===== src/rtl/ula_multiciclo.sv =====
// ula_multiciclo: LARGURA-bit registered ALU with start/done handshake, shift-add MUL and restoring DIV.
// Define ULA_DIV_EN to build the divider; without it opcode 13 completes as an invalid operation.
module ula_multiciclo #(
   parameter int LARGURA = 8
) (
   input  logic                   clock,
   input  logic                   reset,
   input  logic [LARGURA-1:0]     entradaA,
   input  logic [LARGURA-1:0]     entradaB,
   input  logic [3:0]             opCode,
   input  logic                   inicio,
   output logic                   ocupado,
   output logic                   pronto,
   output logic [2*LARGURA-1:0]   saida,
   output logic                   zero,
   output logic                   erro
);
   localparam int CW = $clog2(LARGURA) + 1;
   localparam int W2 = 2 * LARGURA;
   typedef enum logic [1:0] {
      OCIOSO,
      MULT
`ifdef ULA_DIV_EN
      , DIVI
`endif
   } estado_t;
   estado_t             estado_q, estado_d;
   logic [LARGURA-1:0]  a_q, a_d;
   logic [W2-1:0]       p_q, p_d, saida_q, saida_d, uni_res, mul_p;
   logic [CW-1:0]       cnt_q, cnt_d;
   logic                pronto_q, pronto_d, zero_q, zero_d, erro_q, erro_d, uni_err, ultimo;
   logic [LARGURA:0]    soma, dif, soma_m;
`ifdef ULA_DIV_EN
   logic [LARGURA-1:0]  b_q, b_d;
   logic [LARGURA:0]    resto_t, dif_d;
   logic [W2-1:0]       div_p;
`endif
   always_comb begin
      soma    = {1'b0, entradaA} + {1'b0, entradaB};
      dif     = {1'b0, entradaA} - {1'b0, entradaB};
      uni_res = '0;
      uni_err = 1'b0;
      case (opCode)
         4'd0:  uni_res = W2'(soma);
         4'd1:  uni_res = W2'(dif);
         4'd2:  uni_res[0] = entradaA > entradaB;
         4'd3:  uni_res[0] = entradaA < entradaB;
         4'd4:  uni_res[0] = entradaA >= entradaB;
         4'd5:  uni_res[0] = entradaA <= entradaB;
         4'd6:  uni_res[0] = entradaA == entradaB;
         4'd7:  uni_res[LARGURA-1:0] = ~entradaA;
         4'd8:  uni_res[LARGURA-1:0] = entradaA & entradaB;
         4'd9:  uni_res[LARGURA-1:0] = entradaA | entradaB;
         4'd10: uni_res[LARGURA-1:0] = entradaA ^ entradaB;
         4'd11: uni_res[LARGURA-1:0] = ~(entradaA ^ entradaB);
`ifdef ULA_DIV_EN
         4'd13: begin
            uni_res = {entradaA, {LARGURA{1'b1}}};
            uni_err = 1'b1;
         end
`endif
         default: uni_err = 1'b1;
      endcase
   end
   // Multiply: upper half accumulates, whole register shifts right each step.
   assign soma_m = {1'b0, p_q[W2-1:LARGURA]} + (p_q[0] ? {1'b0, a_q} : '0);
   assign mul_p  = {soma_m, p_q[LARGURA-1:1]};
`ifdef ULA_DIV_EN
   assign resto_t = {p_q[W2-1:LARGURA], p_q[LARGURA-1]};
   assign dif_d   = resto_t - {1'b0, b_q};
   assign div_p   = {dif_d[LARGURA] ? resto_t[LARGURA-1:0] : dif_d[LARGURA-1:0],
                     p_q[LARGURA-2:0], ~dif_d[LARGURA]};
`endif
   assign ultimo = cnt_q == CW'(LARGURA - 1);
   always_comb begin
      estado_d = estado_q;
      a_d      = a_q;
      p_d      = p_q;
      cnt_d    = cnt_q;
      saida_d  = saida_q;
      erro_d   = erro_q;
      pronto_d = 1'b0;
`ifdef ULA_DIV_EN
      b_d      = b_q;
`endif
      case (estado_q)
         OCIOSO: if (inicio) begin
            a_d   = entradaA;
            cnt_d = '0;
`ifdef ULA_DIV_EN
            b_d   = entradaB;
`endif
            if (opCode == 4'd12) begin
               estado_d = MULT;
               p_d      = {{LARGURA{1'b0}}, entradaB};
            end
`ifdef ULA_DIV_EN
            else if (opCode == 4'd13 && entradaB != '0) begin
               estado_d = DIVI;
               p_d      = {{LARGURA{1'b0}}, entradaA};
            end
`endif
            else begin
               saida_d  = uni_res;
               erro_d   = uni_err;
               pronto_d = 1'b1;
            end
         end
         MULT: begin
            p_d   = mul_p;
            cnt_d = cnt_q + CW'(1);
            if (ultimo) begin
               estado_d = OCIOSO;
               saida_d  = mul_p;
               erro_d   = 1'b0;
               pronto_d = 1'b1;
            end
         end
`ifdef ULA_DIV_EN
         DIVI: begin
            p_d   = div_p;
            cnt_d = cnt_q + CW'(1);
            if (ultimo) begin
               estado_d = OCIOSO;
               saida_d  = div_p;
               erro_d   = 1'b0;
               pronto_d = 1'b1;
            end
         end
`endif
         default: estado_d = OCIOSO;
      endcase
      zero_d = pronto_d ? (saida_d == '0) : zero_q;
   end
   always_ff @(posedge clock or posedge reset) begin
      if (reset) begin
         estado_q <= OCIOSO;
         a_q      <= '0;
         p_q      <= '0;
         cnt_q    <= '0;
         saida_q  <= '0;
         erro_q   <= 1'b0;
         zero_q   <= 1'b0;
         pronto_q <= 1'b0;
`ifdef ULA_DIV_EN
         b_q      <= '0;
`endif
      end else begin
         estado_q <= estado_d;
         a_q      <= a_d;
         p_q      <= p_d;
         cnt_q    <= cnt_d;
         saida_q  <= saida_d;
         erro_q   <= erro_d;
         zero_q   <= zero_d;
         pronto_q <= pronto_d;
`ifdef ULA_DIV_EN
         b_q      <= b_d;
`endif
      end
   end
   assign ocupado = estado_q != OCIOSO;
   assign pronto  = pronto_q;
   assign saida   = saida_q;
   assign zero    = zero_q;
   assign erro    = erro_q;
endmodule

===== config.mk =====
export PLATFORM = sky130hd
export DESIGN_NAME = ula_multiciclo
export DESIGN_NICKNAME = d
export VERILOG_FILES = /design/src/rtl/ula_multiciclo.sv
export SDC_FILE = /design/constraint.sdc
export NUM_CORES = 1
export LEC_CHECK = 0
export ABC_AREA = 0
export ABC_CLOCK_PERIOD_IN_PS = 3200
export CORE_MARGIN = 4
export CORE_UTILIZATION = 45
export DETAILED_ROUTE_END_ITERATION = 16
export GPL_TIMING_DRIVEN = 1
export HOLD_SLACK_MARGIN = 0.06
export PLACE_DENSITY = 0.77
export SLEW_MARGIN = 15
export SYNTH_ARGS = -nofsm -noshare
export SYNTH_HDL_FRONTEND = slang
export SYNTH_SLANG_ARGS = --single-unit
export TNS_END_PERCENT = 50

===== constraint.sdc =====
create_clock -name clock -period 3.2 [get_ports clock]
set_input_delay 0.32 -clock clock [delete_from_list [all_inputs] [get_ports clock]]
set_output_delay 0.32 -clock clock [all_outputs]
set_load 0.03 [all_outputs]

==> impl_metrics.tcl, run 1 <==
set metrics [dict create \
    outcome "complete, no violations" \
    r2r_start "p_q[0]$_DFFE_PP0P_" \
    layout.nets 628 \
    synth_most_common_cell "nand2_1" \
    max_freq_ghz 0.3313 \
    htreeDepth 2 \
    p_seq_share_pct 32.1 \
    clkPwrFrac_pct 14.0 \
    startpoint "entradaA[0]" \
    slew_viol_final 0 \
    setup_viol 0 \
    relSlewSlack_pct 36.49 \
    overflow 0 \
    vias 4054 \
    cap_viol_max_count 0 \
    cts-root-buf "clkbuf_8" \
    cts_buffers 5 \
    worst_pin_slew_ns 0.9513 \
    clock_path_buffers 2 \
    grt_pass1_wl_um 19600 \
    insertion_delay_ns 0.30 \
    cp-endpoint "zero$_DFFE_PP0P_" \
    reg2reg_to "zero$_DFFE_PP0P_" \
    synthTopCellsByCount "nand2_1, dfrtp_1, ha_1" \
    place_congestion 0.8922 \
    start_util_pct 46.05 \
    dp_hpwl_um 9827 \
    drtPass1Iterations 5 \
    synthTopCellsByArea "dfrtp_1, ha_1, nand2_1" \
    start_kind "input pin" \
    netlist_area_mm2 0.003996 \
    power.switching_mw 1.415 \
    post-cts-setup-buffers 0 \
    wl_per_cell_um 18.19 \
    async_reset_ff_share_pct 100.0 \
    grt_pass1_vias 3972 \
    dieArea_mm2 0.01045 \
    layout-area-overhead-vs-synth_pct 28.77 \
    power_frac_comb_pct 53.9 \
    synth_area_per_cell_um2 8.503 \
    p_leak_nw 2.438 \
    drt_wl_total_um 12330 \
    core_area_mm2 0.008678 \
    drc_errors 0 \
    drt_iter0_markers 273 \
    cts_tree "yes" \
    end_kind "register" \
    postRouteAntennaNets 0 \
    hp-class "register to register" \
    rsz0062_at_grt "no" \
    post-route-period-util_pct 94.33 \
    synthesis.nets 529 \
    antenna_found_initial 0 \
    synth-edff-count 0 \
    holdWs_ns 0.4821 \
    yosysTopAreaCellShare_pct 30.06 \
    fin_total_pwr_mw 3.315 \
    ys_ff_latch 48 \
    rows 34 \
    crit_arrival_ns 3.27 \
    syn_inst 470 \
    grt_usage_pct 23.75 \
    grt_max_degree 49 \
    fin_crit_ns 3.019 \
    path_class "input pin to register" \
    cp.required_ns 3.45 \
    finalClockSkew_ns 0.01044 \
    die_h_um 102.2 \
    yosysWarnings 0 \
    io_buffer_count 42 \
    viasPerCell 5.979 \
    ios 43 \
    numClockSinks 48 \
    synth_ff_type "dfrtp_1" \
    die_x_um 102.2 \
    path_clk_slew_ns 0.09 \
    swShare_pct 42.70 \
    yosysTopAreaCell "dfrtp_1" \
    yosys.cell_types.count 70 \
    critical_path.max_fanout 2 \
    ff2ff_setup_slack_ns 0.19 \
    finalHoldViolations 0 \
    yosysSeqAreaShare_pct 30.06 \
    layout-drive-gt1-share_pct 17.89 \
    intPower_mw 1.900 \
    reg2reg_depth 11 \
    cts_hold_buffers 0 \
    vdd_ir_drop_max_v 0.0003212 \
    n_antenna_cell 0 \
    p_per_area_mw_per_mm2 644.2 \
]
sequential cells by signal, summed over array words and instances, names as in the netlist:
signal and cells:
p_q 16, a_q 8, estado_q 1, zero 1
cnt_q 4, erro 1, saida 16, pronto 1
worst min path at each step:
stage / startpoint / endpoint / slack [ns] / depth (start not counted)
2_1_floorplan: a_q[0]$_DFFE_PP0P_ / a_q[0]$_DFFE_PP0P_ / 0.44 / 2
3_3_place_gp: a_q[0]$_DFFE_PP0P_ / a_q[0]$_DFFE_PP0P_ / 0.46 / 2
3_5_place_dp: a_q[5]$_DFFE_PP0P_ / a_q[5]$_DFFE_PP0P_ / 0.47 / 2
4_1_cts: a_q[5]$_DFFE_PP0P_ / a_q[5]$_DFFE_PP0P_ / 0.48 / 2
5_1_grt: a_q[5]$_DFFE_PP0P_ / a_q[5]$_DFFE_PP0P_ / 0.50 / 2
6_report: a_q[0]$_DFFE_PP0P_ / a_q[0]$_DFFE_PP0P_ / 0.48 / 2
metal layers:
| layer | wire, µm | global-route usage [%] | up-vias | share of wire, % |
|---|---|---|---|---|
| met2 | 6156 | 42.23 | 161 | 50 |
| met1 | 5066 | 29.74 | 1969 | 41 |
| met4 | 330 | 8.174 | 0 | 2.7 |
| met5 | 0 | 0 | - | 0 |
| li1 | - | - | 1900 | - |
| met3 | 780 | 2.799 | 24 | 6.3 |
area by class of cell:
cell class	count	area [µm²]
inverter	29	108.9
timing repair buffer	124	1036
clock inverter	2	38.79
fill	797	3532
sequential	48	1201
multi-input combinational	361	2544
tap	108	135.1
clock buffer	6	82.58
through the flow:
step,setup slack (ns),area (µm²),utilization [%],TNS [ns],instances
5_1_grt,0.04223,5146,59.30,0,678
2_1_floorplan,0.4076,3996,-,0,470
3_5_place_dp,-0.2562,5019,57.83,-0.2562,670
3_3_place_gp,-0.1339,5019,57.83,-0.1339,670
6_report,0.1814,5146,59.30,0,678
4_1_cts,0.05744,5140,59.23,0,678
critical path, cell delays in order:
cell,delay [ns]
clkdlybuf4s50_1,0.49
inv_1,0.07
ha_1,0.22
inv_1,0.07
fa_1,0.44
o2111ai_2,0.20
o221ai_1,0.15
a222oi_1,0.29
nand2_1,0.14
or4_1,0.55
nor4_2,0.14
a32o_2,0.19
kinds of logic (layout without fill, tap and decap cells):
logic type	after synthesis	in the layout	share of synthesized area (%)
simple gates	162	162	22.04
compound gates	132	132	22.04
buf+inv	61	161	6.637
flops	48	48	30.06
fa+ha+maj	36	36	11.83
mux	18	18	4.540
xor+xnor	13	13	2.849
power by group through the flow:
| stage | registers, mW | clock network, mW | logic (mW) |
|---|---|---|---|
| after global routing | 1.09 | 0.485 | 1.94 |
| after detailed placement | 1.07 | 0 | 1.77 |
| final | 1.07 | 0.464 | 1.79 |
| after CTS | 1.06 | 0.464 | 1.78 |
| after global placement | 1.06 | 0 | 1.72 |
| after floorplan | 1.17 | 0 | 0.980 |
what timing repair did:
item                       in CTS  in global routing
hold endpoints to repair        0                  0
setup endpoints to repair       0                  1
resized for setup               0                  1
placed cells by master (no fill, tap or decap), types with 6 or more instances in the layout:
cell / count
nand4b_1: 6
a21oi_1: 26
xnor2_1: 9
nand3_1: 11
dfrtp_1: 48
clkdlybuf4s50_1: 42
o21ai_0: 32
nand2_1: 55
o22ai_1: 6
mux2i_1: 17
buf_4: 82
clkbuf_8: 6
ha_1: 33
inv_1: 28
a31oi_1: 7
and2_1: 15
nand2b_1: 11
nor2_1: 23
Note: power is estimated with default switching activity, not from simulation.
==> inputs of run 2 (changes only) <==
--- a/config.mk
+++ b/config.mk
@@ -7,12 +7,14 @@
 export LEC_CHECK = 0
 export ABC_AREA = 0
 export ABC_CLOCK_PERIOD_IN_PS = 3200
+export CAP_MARGIN = 40
 export CORE_MARGIN = 4
 export CORE_UTILIZATION = 45
 export DETAILED_ROUTE_END_ITERATION = 16
+export DONT_BUFFER_PORTS = 1
 export GPL_TIMING_DRIVEN = 1
 export HOLD_SLACK_MARGIN = 0.06
-export PLACE_DENSITY = 0.77
+export PLACE_DENSITY = 0.71
 export SLEW_MARGIN = 15
 export SYNTH_ARGS = -nofsm -noshare
 export SYNTH_HDL_FRONTEND = slang
==> impl_metrics.tcl, run 2 (synthesized netlist as in run 1, its figures left out) <==
set metrics [dict create \
    outcome "complete, no violations" \
    drtPass1Iterations 6 \
    intPower_mw 1.658 \
    vdd_ir_drop_max_v 0.0002531 \
    crit_arrival_ns 3.23 \
    overflow 0 \
    critical_path.max_fanout 9 \
    fin_setup_tns_ns 0 \
    layout-drive-gt1-share_pct 7.974 \
    io_buffer_count 0 \
    rsz0062_at_grt "no" \
    wl_met3_um 1022 \
    post-cts-setup-buffers 0 \
    grt_usage_pct 22.06 \
    n_antenna_cell 0 \
    cp-endpoint "zero$_DFFE_PP0P_" \
    clock_path_buffers 2 \
    final_cell_mix "nand2_1, dfrtp_1, ha_1, o21ai_0, inv_1" \
    numClockSinks 48 \
    slew_viol_final 0 \
    drc_errors 0 \
    power_frac_comb_pct 43.4 \
    end_kind "register" \
    rows 34 \
    reg2reg_to "zero$_DFFE_PP0P_" \
    clkPwrFrac_pct 15.4 \
    layout.nets 522 \
    ff2ff_setup_slack_ns 0.22 \
    htreeDepth 2 \
    relSlewSlack_pct 40.26 \
    ios 43 \
    drt-met1-wl_um 4629 \
    fin_crit_ns 2.981 \
    cts-root-buf "clkbuf_8" \
    die_x_um 102.2 \
    max_freq_ghz 0.3355 \
    setup_viol 0 \
    layout-area-overhead-vs-synth_pct 6.669 \
    start_util_pct 46.05 \
    grt_pass1_wl_um 18060 \
    die_h_um 102.2 \
    drt_iter0_markers 262 \
    r2r_start "p_q[0]$_DFFE_PP0P_" \
    grt_pass1_vias 3478 \
    worstPathCellList "and2_1 > ha_1 > fa_1 > nand3_1 > a21boi_0 > nand4b_1 > nand4_2 > or3_1 > or4_1 > nor4_2 > a32o_2" \
    holdWs_ns 0.09938 \
    reg2reg_depth 11 \
    cap_viol_max_count 0 \
    route.met2.wl_um 5302 \
    dp_hpwl_um 8600 \
    path_clk_slew_ns 0.09 \
    insertion_delay_ns 0.30 \
    cts_tree "yes" \
    core_area_mm2 0.008678 \
    post_dp_cell_area_mm2 0.004130 \
    vias 3549 \
    postRouteAntennaNets 0 \
    viasPerCell 6.205 \
    antenna_found_initial 0 \
    cp.required_ns 3.45 \
    design_area_mm2 0.004263 \
    final_util_pct 49.12 \
    p_per_area_mw_per_mm2 705.9 \
    grt_max_degree 34 \
    slowest_stage "or4_1" \
    cts_buffers 5 \
    start_kind "register" \
    layout_commonest_cell "nand2_1" \
    post-route-period-util_pct 93.16 \
    swShare_pct 44.91 \
    place_congestion 0.9251 \
    worst_pin_slew_ns 0.8837 \
    dieArea_mm2 0.01045 \
    slowest_delay_ns 0.49 \
    path_class "register to register" \
    power.switching_mw 1.351 \
    startpoint "p_q[0]$_DFFE_PP0P_" \
    finalClockSkew_ns 0.01091 \
    p_seq_share_pct 41.2 \
    drt_wl_total_um 11140 \
    p_leak_nw 1.977 \
    top_layer "met4" \
    hp-class "input pin to register" \
    wl_per_cell_um 19.48 \
    finalHoldViolations 0 \
]
==> run 2: cell types whose count changed in the layout (fill, tap and decap cells not counted), sizes merged <==
cell and delta:
buf -65, clkdlybuf4s50 -42, dlygate4sd3 +1
==> run 2: through the flow <==
step	total power, mW	setup slack (ns)	cells
final	3.009	0.2190	572
after global routing	3.217	0.02513	572
after CTS	3.006	0.1525	572
after detailed placement	2.546	0.1781	563
after global placement	2.485	0.2505	562
after floorplan	2.153	0.4076	470
==> run 2: final cells by class <==
cell class	instances	area, µm²
clock inverter	2	38.79
timing repair buffer	18	157.7
clock buffer	6	82.58
sequential	48	1202
multi-input combinational	361	2537
fill	840	4415
inverter	29	108.9
tap	108	135.1
==> run 2: how the worst min path moves through the flow <==
stage / to / depth (start not counted) / slack [ns] / from
after floorplan: a_q[0]$_DFFE_PP0P_ / 2 / 0.44 / a_q[0]$_DFFE_PP0P_
after CTS: cnt_q[3]$_DFFE_PP0P_ / 1 / 0.09 / inicio
after global placement: cnt_q[3]$_DFFE_PP0P_ / 1 / 0.41 / inicio
after global routing: cnt_q[3]$_DFFE_PP0P_ / 1 / 0.09 / inicio
final: cnt_q[3]$_DFFE_PP0P_ / 1 / 0.1 / inicio
after detailed placement: p_q[9]$_DFFE_PP0P_ / 1 / 0.28 / reset
==> run 2: power by group through the flow <==
stage / Clock, mW / Combinational (mW) / Sequential, mW
2_1_floorplan: 0 / 0.980 / 1.17
3_3_place_gp: 0 / 1.25 / 1.24
3_5_place_dp: 0 / 1.30 / 1.25
4_1_cts: 0.468 / 1.30 / 1.24
5_1_grt: 0.494 / 1.45 / 1.27
6_report: 0.462 / 1.31 / 1.24
==> run 2: critical path: cells and delay by family (launching register included) <==
kind,cells,cell delay [ns]
simple gates,7,1.49
flops,1,0.46
fa+ha+maj,2,0.61
compound gates,2,0.35
==> run 2: repair_timing <==
item / 4_1_cts / 5_1_grt
resized for setup: 0 / 1
setup endpoints to repair: 0 / 1
hold buffers: 1 / 0
hold endpoints to repair: 23 / 0
==> run 2: layer usage <==
layer / global-route usage [%] / vias to the layer above
met5: 0 / -
met4: 5.752 / 0
met3: 4.642 / 23
met2: 37.08 / 160
met1: 28.93 / 1678
li1: - / 1688
